## config.mk

```make
export PLATFORM = sky130hd
export DESIGN_NAME = serial_twos_deser
export DESIGN_NICKNAME = d
export VERILOG_FILES = /design/src/rtl/twos_pkg.sv /design/src/rtl/twos_cell.sv /design/src/rtl/serial_twos_deser.sv
export SDC_FILE = /design/constraint.sdc
export NUM_CORES = 1
export LEC_CHECK = 0
export BUFFER_PORTS_ARGS = -buffer_cell sky130_fd_sc_hd__buf_2
export CAP_MARGIN = 5
export CORE_MARGIN = 3
export CORE_UTILIZATION = 45
export CTS_CLUSTER_DIAMETER = 80
export DETAILED_ROUTE_END_ITERATION = 6
export PLACE_DENSITY_LB_ADDON = 0.25
export RECOVER_POWER = 25
export SYNTH_ARGS = -nofsm -noshare
export SYNTH_HDL_FRONTEND = slang
export SYNTH_HIERARCHICAL = 1
export SYNTH_SLANG_ARGS = --single-unit
```

## constraint.sdc

```tcl
create_clock -name clk -period 1.5 [get_ports clk]
set_input_delay 0 -clock clk [delete_from_list [all_inputs] [get_ports clk]]
set_output_delay 0 -clock clk [all_outputs]
set_load 0.005 [all_outputs]
```

## src/rtl/twos_pkg.sv

```systemverilog
// Shared types and constants for the serial two's complement deserializer.
// Latency: n/a (declarations only).
// Backpressure: n/a (declarations only).
package twos_pkg;

  // Default word length in bits.
  localparam int TWOS_WIDTH_DEF = 8;

  // Frame reception state.
  typedef enum logic {
    IDLE  = 1'b0,
    SHIFT = 1'b1
  } state_t;

endpackage

```

## src/rtl/twos_cell.sv

```systemverilog
// Serial negation cell: passes bits through until the first 1 has been seen, then inverts.
// Latency: combinational decode; the seen_one flag updates on the rising edge.
// Backpressure: none; clr restarts the flag with the current bit as bit 0 of a word.
module twos_cell (
  input  logic clk,
  input  logic r_n,
  input  logic clr,
  input  logic i,
  output logic dec
);

  logic seen_one_q;
  logic seen_one_d;

  // Bit 0 always passes unchanged; later bits invert once any 1 has gone by.
  always_comb begin
    if (clr) begin
      dec        = i;
      seen_one_d = i;
    end else begin
      dec        = seen_one_q ? ~i : i;
      seen_one_d = seen_one_q | i;
    end
  end

  // Flag register, cleared by reset.
  always_ff @(posedge clk or negedge r_n) begin
    if (!r_n) begin
      seen_one_q <= 1'b0;
    end else begin
      seen_one_q <= seen_one_d;
    end
  end

endmodule

```

## src/rtl/serial_twos_deser.sv

```systemverilog
// Deserializes an LSB-first serial word and outputs its two's complement (optional ovf via TWOS_OVF_EN).
// Latency: y/valid load on the edge sampling the last bit, visible the following cycle.
// Backpressure: none; start mid-frame aborts and restarts, back-to-back frames need no gap.
module serial_twos_deser
  import twos_pkg::*;
#(
  parameter int WIDTH = TWOS_WIDTH_DEF
) (
  input  logic             clk,
  input  logic             r_n,
  input  logic             i,
  input  logic             start,
  output logic [WIDTH-1:0] y,
  output logic             valid,
  output logic             busy
`ifdef TWOS_OVF_EN
  ,
  output logic             ovf
`endif
);

  localparam int CW = $clog2(WIDTH);
  localparam logic [CW-1:0] LAST = CW'(WIDTH - 1);

  state_t           state_q, state_d;
  logic [CW-1:0]    count_q, count_d;
  logic [WIDTH-2:0] sr_q, sr_d;
  logic [WIDTH-1:0] y_q, y_d;
  logic             valid_q, valid_d;
  logic             cell_i;
  logic             dec;
  logic [WIDTH-1:0] word;
`ifdef TWOS_OVF_EN
  logic             ovf_q, ovf_d;
`endif

  // Feed the cell zero while idle so its flag does not move between frames.
  assign cell_i = (start || (state_q == SHIFT)) ? i : 1'b0;

  twos_cell u_cell (
    .clk (clk),
    .r_n (r_n),
    .clr (start),
    .i   (cell_i),
    .dec (dec)
  );

  // Word as it stands once the current decoded bit lands in the MSB position.
  assign word = {dec, sr_q};

  // Frame sequencing: start always opens a new frame, the last bit publishes the word.
  always_comb begin
    state_d = state_q;
    count_d = count_q;
    sr_d    = sr_q;
    y_d     = y_q;
    valid_d = 1'b0;
`ifdef TWOS_OVF_EN
    ovf_d   = ovf_q;
`endif
    if (start) begin
      state_d          = SHIFT;
      count_d          = CW'(1);
      sr_d             = '0;
      sr_d[WIDTH-2]    = dec;
    end else if (state_q == SHIFT) begin
      sr_d = word[WIDTH-1:1];
      if (count_q == LAST) begin
        state_d = IDLE;
        count_d = '0;
        y_d     = word;
        valid_d = 1'b1;
`ifdef TWOS_OVF_EN
        // Negation is a bijection with fixed points 0 and the most negative value,
        // so the decoded word equals 1000..0 exactly when the raw word did.
        ovf_d   = (word == {1'b1, {(WIDTH-1){1'b0}}});
`endif
      end else begin
        count_d = count_q + CW'(1);
      end
    end
  end

  // State and output registers; reset discards any partial frame.
  always_ff @(posedge clk or negedge r_n) begin
    if (!r_n) begin
      state_q <= IDLE;
      count_q <= '0;
      sr_q    <= '0;
      y_q     <= '0;
      valid_q <= 1'b0;
`ifdef TWOS_OVF_EN
      ovf_q   <= 1'b0;
`endif
    end else begin
      state_q <= state_d;
      count_q <= count_d;
      sr_q    <= sr_d;
      y_q     <= y_d;
      valid_q <= valid_d;
`ifdef TWOS_OVF_EN
      ovf_q   <= ovf_d;
`endif
    end
  end

  assign y     = y_q;
  assign valid = valid_q;
  assign busy  = (state_q == SHIFT);
`ifdef TWOS_OVF_EN
  assign ovf   = ovf_q;
`endif

endmodule

```

==> out/results.ini, run 1 <==
[outcome]
outcome = finished, final reports clean

[placed_design]
gp_congestion = 0.707
port_buffers = 13
dp_hpwl_um = 953
dp_cells = 103
place_ws_ns = 0.0449

[floorplan]
die_y_um = 50.9
coreArea_sq_um = 1820
fp.dieArea_sq_um = 2590
die_w_um = 50.9
initial_core_util = 0.498
rows = 15
ios = 14

[power]
powerDensity_nw_per_um2 = 1130
max-vdd-ir-drop_v = 0.000765
total_power_mw = 1.20
leakage_nw = 0.633

[timing]
fin_tns_setup_ns = 0
slew_headroom = 0.278
clock_skew_ns = 0.00344
min_period_ns = 1.42
report.final.slew_viol_count = 0
hold_violations = 0
worstMarginPinSlew_ns = 1.08
fmax_mhz = 702
setup_viol_count_final = 0
min_period_over_period = 0.950
worst_slack_ns = 0.0751
rsz0062_at_grt = false

[route]
vias_per_cell = 4.80
vias = 528
wl_per_cell_um = 13.3
drt-initial-drc-count = 16
ant_nets = 0
drt_wl_total_mm = 1.47
first_pass_iters = 4
drc_errors = 0

[critical_path]
critPathKind = reg -> reg
critPathMaxStageDelay_ns = 0.41
crit_fanout = 4
cp-start-kind = register
cp-end-kind = register
critPathRequiredTime_ns = 1.70
critPathArrivalTime_ns = 1.62
slowest_stage = dfrtp_1
crit_chain = ha_1 > ha_2 > nand3b_2 > mux2_4

[clock_tree]
clk_pin_slew_ns = 0.11
htreeDepth = 1
cts-buffers-inserted = 3
clk_latency_ns = 0.30
cts_tree = yes
cts_buffer_depth = 2
clkSinkCount = 21
cts-root-buf = clkbuf_4

[yosys]
avgSynthCellArea_sq_um = 13.9
synth_top_cell_by_area = dfrtp_1
ys_types = 17
synth_top_area_frac = 0.580
synth_area_leaders = dfrtp_1, mux2_4, mux2i_1
synth_nets = 72
synth_warnings = 6
ys_ff_latch = 21
syn_inst = 65
syn-cell-area_sq_um = 906
synth_seq_area_share = 0.580

[min_path]
worst_hold_path_type = in -> reg

[grt]
grt_pass1_wl_mm = 2.53
grt_overflow = 0
grt_pass1_vias = 538
grt_max_degree = 22
antenna_found_initial = 0
grt_use_total = 0.136

[layout]
antenna_cells = 0
drive_gt1_frac = 0.376
nets = 93
area_growth_syn_to_layout_pct = 17.3
stdcell_count = 110

[job]
maxCapViolations = 0

power by group:
| part | internal [mW] | switching (mW) | leakage (nW) |
|---|---|---|---|
| Combinational | 0.149 | 0.0994 | 0.341 |
| Sequential | 0.642 | 0.0440 | 0.274 |
| Clock | 0.0995 | 0.170 | 0.0177 |
timing repair:
action / 4_1_cts / 5_1_grt
endpoints found under the setup margin: 0 / 9
hold endpoints to repair: 21 / 0
resized for setup: 0 / 2
hold buffers: 1 / 0
setup buffers: 0 / 1
cell usage after synthesis:
| cell | number |
|---|---|
| dfrtp_1 | 21 |
| nor2_1 | 9 |
| mux2_4 | 8 |
| mux2i_1 | 8 |
| inv_1 | 5 |
| ha_1 | 3 |
| a211o_1 | 1 |
| buf_6 | 1 |
| clkbuf_1 | 1 |
| mux2_2 | 1 |
| nand2_1 | 1 |
| nand3b_4 | 1 |
| nor2b_1 | 1 |
| nor3b_1 | 1 |
| o21ai_0 | 1 |
| o21ai_1 | 1 |
| o21bai_1 | 1 |
routing by layer:
layer,GRT usage,share of wire,vias to the layer above
met3,0.0525,0.043,2
met2,0.211,0.46,14
met1,0.176,0.49,253
met5,0,0,-
met4,0.0404,0.0095,0
li1,-,-,259
cells by family after synthesis:
family / share of synthesized area
flip-flops: 0.580
adder cells (fa/ha/maj): 0.0414
AO/OA/AOI/OAI: 0.0290
buffers and inverters: 0.0373
AND/OR/NAND/NOR: 0.0787
multiplexers: 0.233
area by class of cell:
| cell class | instances | area [sq um] |
|---|---|---|
| well taps | 25 | 31.3 |
| multi-input cells | 38 | 363 |
| clock inverters | 1 | 5.00 |
| inverters | 5 | 18.8 |
| flip-flops and latches | 21 | 526 |
| repair buffers | 17 | 96.3 |
| fillers | 147 | 758 |
| clock buffers | 3 | 22.5 |
cell usage in the layout (no fill, tap or decap):
cell type,netlist,layout
ha_1,3,2
nor3b_1,1,1
buf_4,0,3
o21ai_1,1,1
dlygate4sd3_1,0,1
o21ai_0,1,1
clkinv_2,0,1
clkbuf_4,0,3
mux2_2,1,1
ha_2,0,1
nor2_1,9,8
o21bai_1,1,1
clkbuf_1,1,1
nor2_2,0,1
mux2_4,8,8
mux2i_1,8,8
buf_2,0,12
nand3b_4,1,1
nand3b_2,0,1
a211o_1,1,1
nor2b_1,1,1
nand2_1,1,1
inv_1,5,5
dfrtp_1,21,21
critical path: cells and delay by family, from the launching register on:
| kind | cells | cell delay, ns |
|---|---|---|
| fa+ha+maj | 2 | 0.42 |
| flops | 1 | 0.41 |
| mux | 1 | 0.31 |
| simple gates | 1 | 0.17 |
sequential cells by signal (all words and copies together), names as in the netlist:
name / count
u_cell/seen_one_q: 1
valid: 1
busy: 1
count_q: 3
sr_q: 7
y: 8
path summary, 6_finish.rpt:
| kind | startpoint | end | slack (ns) | cells after the start |
|---|---|---|---|---|
| min | start | sr_q[6] | 0.07 | 3 |
| max | count_q[0] | y[3] | 0.08 | 4 |
| max in group asynchronous | r_n | sr_q[3] | 0.46 | 2 |
| min in group asynchronous | r_n | count_q[2] | 0.40 | 2 |
| min reg2reg | y[4] | y[4] | 0.52 | 1 |
| max reg2reg | count_q[0] | y[3] | 0.08 | 4 |
metrics by stage:
step | utilization | hold WS (ns) | cell area, sq um
6_report | 0.584 | 0.0672 | 1060
5_1_grt | 0.584 | 0.0674 | 1060
4_1_cts | 0.571 | 0.0528 | 1040
3_5_place_dp | 0.551 | -0.0192 | 1000
3_3_place_gp | 0.551 | -0.0276 | 1000
2_1_floorplan | - | -0.296 | 906
No activity file was read; power rests on OpenSTA's default activity.
==> run 2: changes to the inputs <==
- ABC_AREA: default -> 1
- SETUP_SLACK_MARGIN: default -> 0.2
==> out/results.ini, run 2 <==
[floorplan]
die_w_um = 52.3
rows = 16
initial_core_util = 0.481
die_y_um = 52.3
ios = 14
coreArea_sq_um = 2000
fp.dieArea_sq_um = 2730

[grt]
grt_pass1_wl_mm = 2.73
grt_overflow = 0
grt_use_total = 0.134
grt_pass1_vias = 583
grt_max_degree = 22
antenna_found_initial = 0

[yosys]
ys_ff_latch = 21
avgSynthCellArea_sq_um = 9.73
synth_top_family_by_area = simple AND/OR/NAND/NOR gates
syn-cell-area_sq_um = 963
synth_adder_area_share = 0.0390
synth_area_leaders = dfrtp_1, nand2_1, nand3_2
synth_seq_area_share = 0.545
synth_edf_count = 0
synth_top_area_frac = 0.545
synth-compound-area-share = 0.0208
synth_warnings = 6
synth.mux.area_fraction = 0
yosys-top-cells-count = nand2_1, dfrtp_1, nand3_2
yosysMostFrequentCell = nand2_1
ys_types = 18
synth_ff_type = dfrtp_1
synth-simple-area-share = 0.331
synth_top_cell_by_area = dfrtp_1
synth_nets = 106
ys_async_sr_fraction = 1.00
synthXorXnorAreaFrac = 0
syn_inst = 99

[critical_path]
cp_top_family = flip-flops
critPathArrivalTime_ns = 1.45
critPathMostFrequentCell = nand2_1
critPathKind = reg -> reg
critPathRequiredTime_ns = 1.71
cp-end-kind = register
cp-start-kind = register
slowest_stage = dfrtp_1
crit_fanout = 2
timing.critical_path.buf_inv = 1
rrSetupSlack_ns = 0.26
crit_chain = nor2_4 > nor2_2 > inv_1 > ha_1 > nand2_1 > nand2_2 > o21ai_1 > nand2_1
critPathMaxStageDelay_ns = 0.41

[clock_tree]
htreeDepth = 1
cts_buffer_depth = 2
clk_latency_ns = 0.31
clkSinkCount = 21
cts_tree = yes
clk_pin_slew_ns = 0.12
cts-buffers-inserted = 3
cts-root-buf = clkbuf_4

[route]
first_pass_iters = 4
drt-initial-drc-count = 9
drt_wl_total_mm = 1.67
wl_per_cell_um = 11.8
vias = 683
drc_errors = 0
vias_per_cell = 4.81
ant_nets = 0

[layout]
drive_gt1_frac = 0.304
nets = 123
register_area_sq_um = 526
mostFrequentLayoutCells = nand2_1, dfrtp_1, buf_2, nand3_2, nand4_1
final_common_cell = nand2_1
multiInputGateArea_sq_um = 394
area_growth_syn_to_layout_pct = 14.4
stdcell_count = 142
fillers = 198
largest_reg_flops = 8
antenna_cells = 0

[timing]
fmax_mhz = 807
min_period_over_period = 0.826
fin_tns_setup_ns = 0
min_period_ns = 1.24
clock_skew_ns = 0.00127
setup_viol_count_final = 0
rsz0062_at_grt = true
fin_hold_ws_ns = 0.0156
worstMarginPinSlew_ns = 1.09
slew_headroom = 0.274
report.final.slew_viol_count = 0
hold_violations = 0

[placed_design]
port_buffers = 13
dp_hpwl_mm = 1.13
dp_cells = 137
gp_congestion = 0.705

[job]
maxCapViolations = 0

[outcome]
outcome = finished, final reports clean

[min_path]
worst_hold_path_type = in -> reg

[power]
max-vdd-ir-drop_v = 0.000532
leakage_nw = 0.614
powerDensity_nw_per_um2 = 1080

-- run 2: cell types whose count changed in the layout (fill, tap and decap cells not counted), sizes merged, moves of 2 or more --
cell | before | now
nand4 | 0 | 8
mux2 | 9 | 0
inv | 5 | 8
nand3 | 0 | 9
nor2 | 9 | 3
mux2i | 8 | 0
nand3b | 2 | 0
nand2 | 1 | 39
-- run 2: stage by stage --
stage / util / setup slack [ns] / power, mW / cell area, sq um
CTS: 0.545 / 0.235 / 1.18 / 1090
global placement: 0.525 / 0.198 / 0.897 / 1050
global route: 0.551 / 0.154 / 1.25 / 1100
finish: 0.551 / 0.261 / 1.19 / 1100
floorplan: - / 0.103 / 0.821 / 970
detailed placement: 0.525 / 0.133 / 0.902 / 1050
-- run 2: cell families after synthesis --
logic type | count (synthesis)
AOI/OAI and AO/OA | 4
adders and majority gates | 3
DFF | 21
and+or+nand+nor | 59
buffers and inverters | 12
-- run 2: path summary, 6_finish.rpt --
check	endpoint	startpoint	cells past startpoint
worst max-delay path	sr_q[6]	busy	8
worst min-delay path	u_cell/seen_one_q	start	2
worst max register to register	sr_q[6]	busy	8
worst min register to register	y[0]	y[0]	2
max in group asynchronous	y[3]	r_n	2
min in group asynchronous	u_cell/seen_one_q	r_n	2
-- run 2: repair_timing --
action | CTS | global route
buffers inserted | 0 | 0
hold buffers | 1 | 0
pin swaps | 0 | 1
endpoints found under the setup margin | 8 | 9
gates resized for setup | 1 | 2
endpoints found under the hold margin | 21 | 0
-- run 2: power breakdown --
group	total [mW]	internal, mW	leakage [nW]	switching, mW
Sequential	0.680	0.634	0.275	0.0454
Clock	0.284	0.0995	0.0177	0.185
Combinational	0.227	0.101	0.322	0.126
Total	1.19	0.834	0.614	0.356
-- run 2: final cells by class --
class,instances,share of cell area
Clock buffer,3,0.0204
Clock inverter,1,0.00454
Inverter,8,0.0295
Multi-Input combinational cell,66,0.358
Sequential cell,21,0.477
Tap cell,27,0.0306
Timing Repair Buffer,16,0.0806
-- run 2: metal layers --
metal | vias up | wire, um | global-route usage
li1 | 352 | - | -
met1 | 320 | 838 | 0.196
met2 | 9 | 761 | 0.195
met3 | 2 | 57 | 0.0256
met4 | 0 | 17 | 0.0511
met5 | - | 0 | 0
==> run 3: changes to the inputs <==
- clock period: 1.5 -> 1 ns (I/O delays scaled with it)
==> out/results.ini, run 3 (same netlist as run 2, synthesis figures left out) <==
[layout]
nets = 139
drive_gt1_frac = 0.511
fin_area_sq_um = 1340
final_util = 0.668
area_growth_syn_to_layout_pct = 38.8
fillers = 164
stdcell_count = 158
final_common_cell = nand2_1
antenna_cells = 0
mostFrequentLayoutCells = nand2_1, dfrtp_1, buf_2, buf_4, nand3_2
largest_reg_flops = 8

[outcome]
outcome = complete, but fails checks
violations = setup timing

[clock_tree]
clkSinkCount = 21
clk_pin_slew_ns = 0.11
clk_latency_ns = 0.30
htreeDepth = 1
cts_buffer_depth = 2
cts-root-buf = clkbuf_4
cts_tree = yes
cts-buffers-inserted = 3

[floorplan]
ios = 14
die_w_um = 52.3
die_y_um = 52.3
rows = 16
fp.dieArea_sq_um = 2730
coreArea_sq_um = 2000
initial_core_util = 0.481

[placed_design]
place_ws_ns = -0.243
port_buffers = 13
gp_congestion = 0.731
dp_hpwl_mm = 1.17
dp_cells = 142
placed_cell_area_sq_um = 1100

[power]
leakage_nw = 0.774
total_power_mw = 1.93
powerDensity_nw_per_um2 = 1440
max-vdd-ir-drop_v = 0.00102

[critical_path]
crit_fanout = 2
reg2reg_from = busy
worstRegToRegCells = 8
rrSetupSlack_ns = -0.20
crit_path_start = busy
worst_r2r_endpoint = sr_q[6]
critPathArrivalTime_ns = 1.40
cp-end-kind = register
critPathKind = reg -> reg
critPathRequiredTime_ns = 1.20
cp-start-kind = register

[timing]
worstMarginPinSlew_ns = 0.528
fin_hold_ws_ns = 0.0811
worst_slack_ns = -0.199
min_period_ns = 1.20
setup_viol_count_final = 20
fin_tns_setup_ns = -2.33
fmax_mhz = 834
hold_violations = 0
slew_headroom = 0.648
clock_skew_ns = 0.00261
min_period_over_period = 1.20
report.final.slew_viol_count = 0
rsz0062_at_grt = true

[grt]
grt_overflow = 0
grt_use_total = 0.153
grt_max_degree = 22
grt_pass1_vias = 715
antenna_found_initial = 0
grt_pass1_wl_mm = 3.15

[route]
vias_per_cell = 5.01
wl_per_cell_um = 13.1
drc_errors = 0
drt_wl_total_mm = 2.07
drt-initial-drc-count = 8
first_pass_iters = 4
vias = 792
ant_nets = 0

[min_path]
min_from = start
hold_depth = 3
worst_hold_path_type = in -> reg
min_to = u_cell/seen_one_q

[job]
maxCapViolations = 0

run 3: cell count changes in the layout (fill, tap and decap cells not counted), moves of 4 or more:
cell	delta
buf_4	+10
nand2_1	-10
nand2_2	+6
buf_6	+4
nand2_4	+4
run 3: area by class of cell:
type | count | area [sq um] | area share
clock inverters | 1 | 5.00 | 0.00374
repair buffers | 32 | 250 | 0.187
multi-input cells | 66 | 467 | 0.349
well taps | 27 | 33.8 | 0.0253
inverters | 8 | 32.5 | 0.0243
flip-flops and latches | 21 | 527 | 0.394
clock buffers | 3 | 22.5 | 0.0168
run 3: layer usage:
metal / part of all wire / global-route usage / vias to the layer above / wire length [um]
li1: - / - / 388 / -
met1: 0.43 / 0.200 / 385 / 893
met2: 0.51 / 0.262 / 13 / 1050
met3: 0.034 / 0.0256 / 6 / 71
met4: 0.028 / 0.0383 / 0 / 59
met5: 0 / 0 / - / 0
run 3: worst max-delay path by stage:
stage,slack (ns),to,depth (start not counted)
2_1_floorplan,-0.40,sr_q[6],9
3_3_place_gp,-0.19,sr_q[6],8
3_5_place_dp,-0.24,sr_q[6],8
4_1_cts,-0.24,sr_q[6],8
5_1_grt,-0.31,sr_q[6],8
6_report,-0.20,sr_q[6],8
run 3: repair_timing:
| action | CTS | global route |
|---|---|---|
| endpoints found under the setup margin | 31 | 31 |
| resized for setup | 5 | 22 |
| setup buffers | 8 | 2 |
| pin swaps | 8 | 4 |
| hold buffers | 1 | 0 |
| gates cloned | 0 | 1 |
| endpoints found under the hold margin | 21 | 0 |
run 3: worst max-delay path, stage by stage (launching register included):
cell and delay, ns:
dfrtp_1 0.40, nor2_4 0.05, nor2_2 0.08, inv_1 0.05, ha_1 0.26, nand2_1 0.08, nand2_2 0.07, o21ai_2 0.05
nand2_1 0.06
run 3: where the power goes:
part / internal, mW / total, mW / switching, mW
registers: 0.953 / 1.04 / 0.0833
logic: 0.260 / 0.493 / 0.233
clock network: 0.149 / 0.397 / 0.248
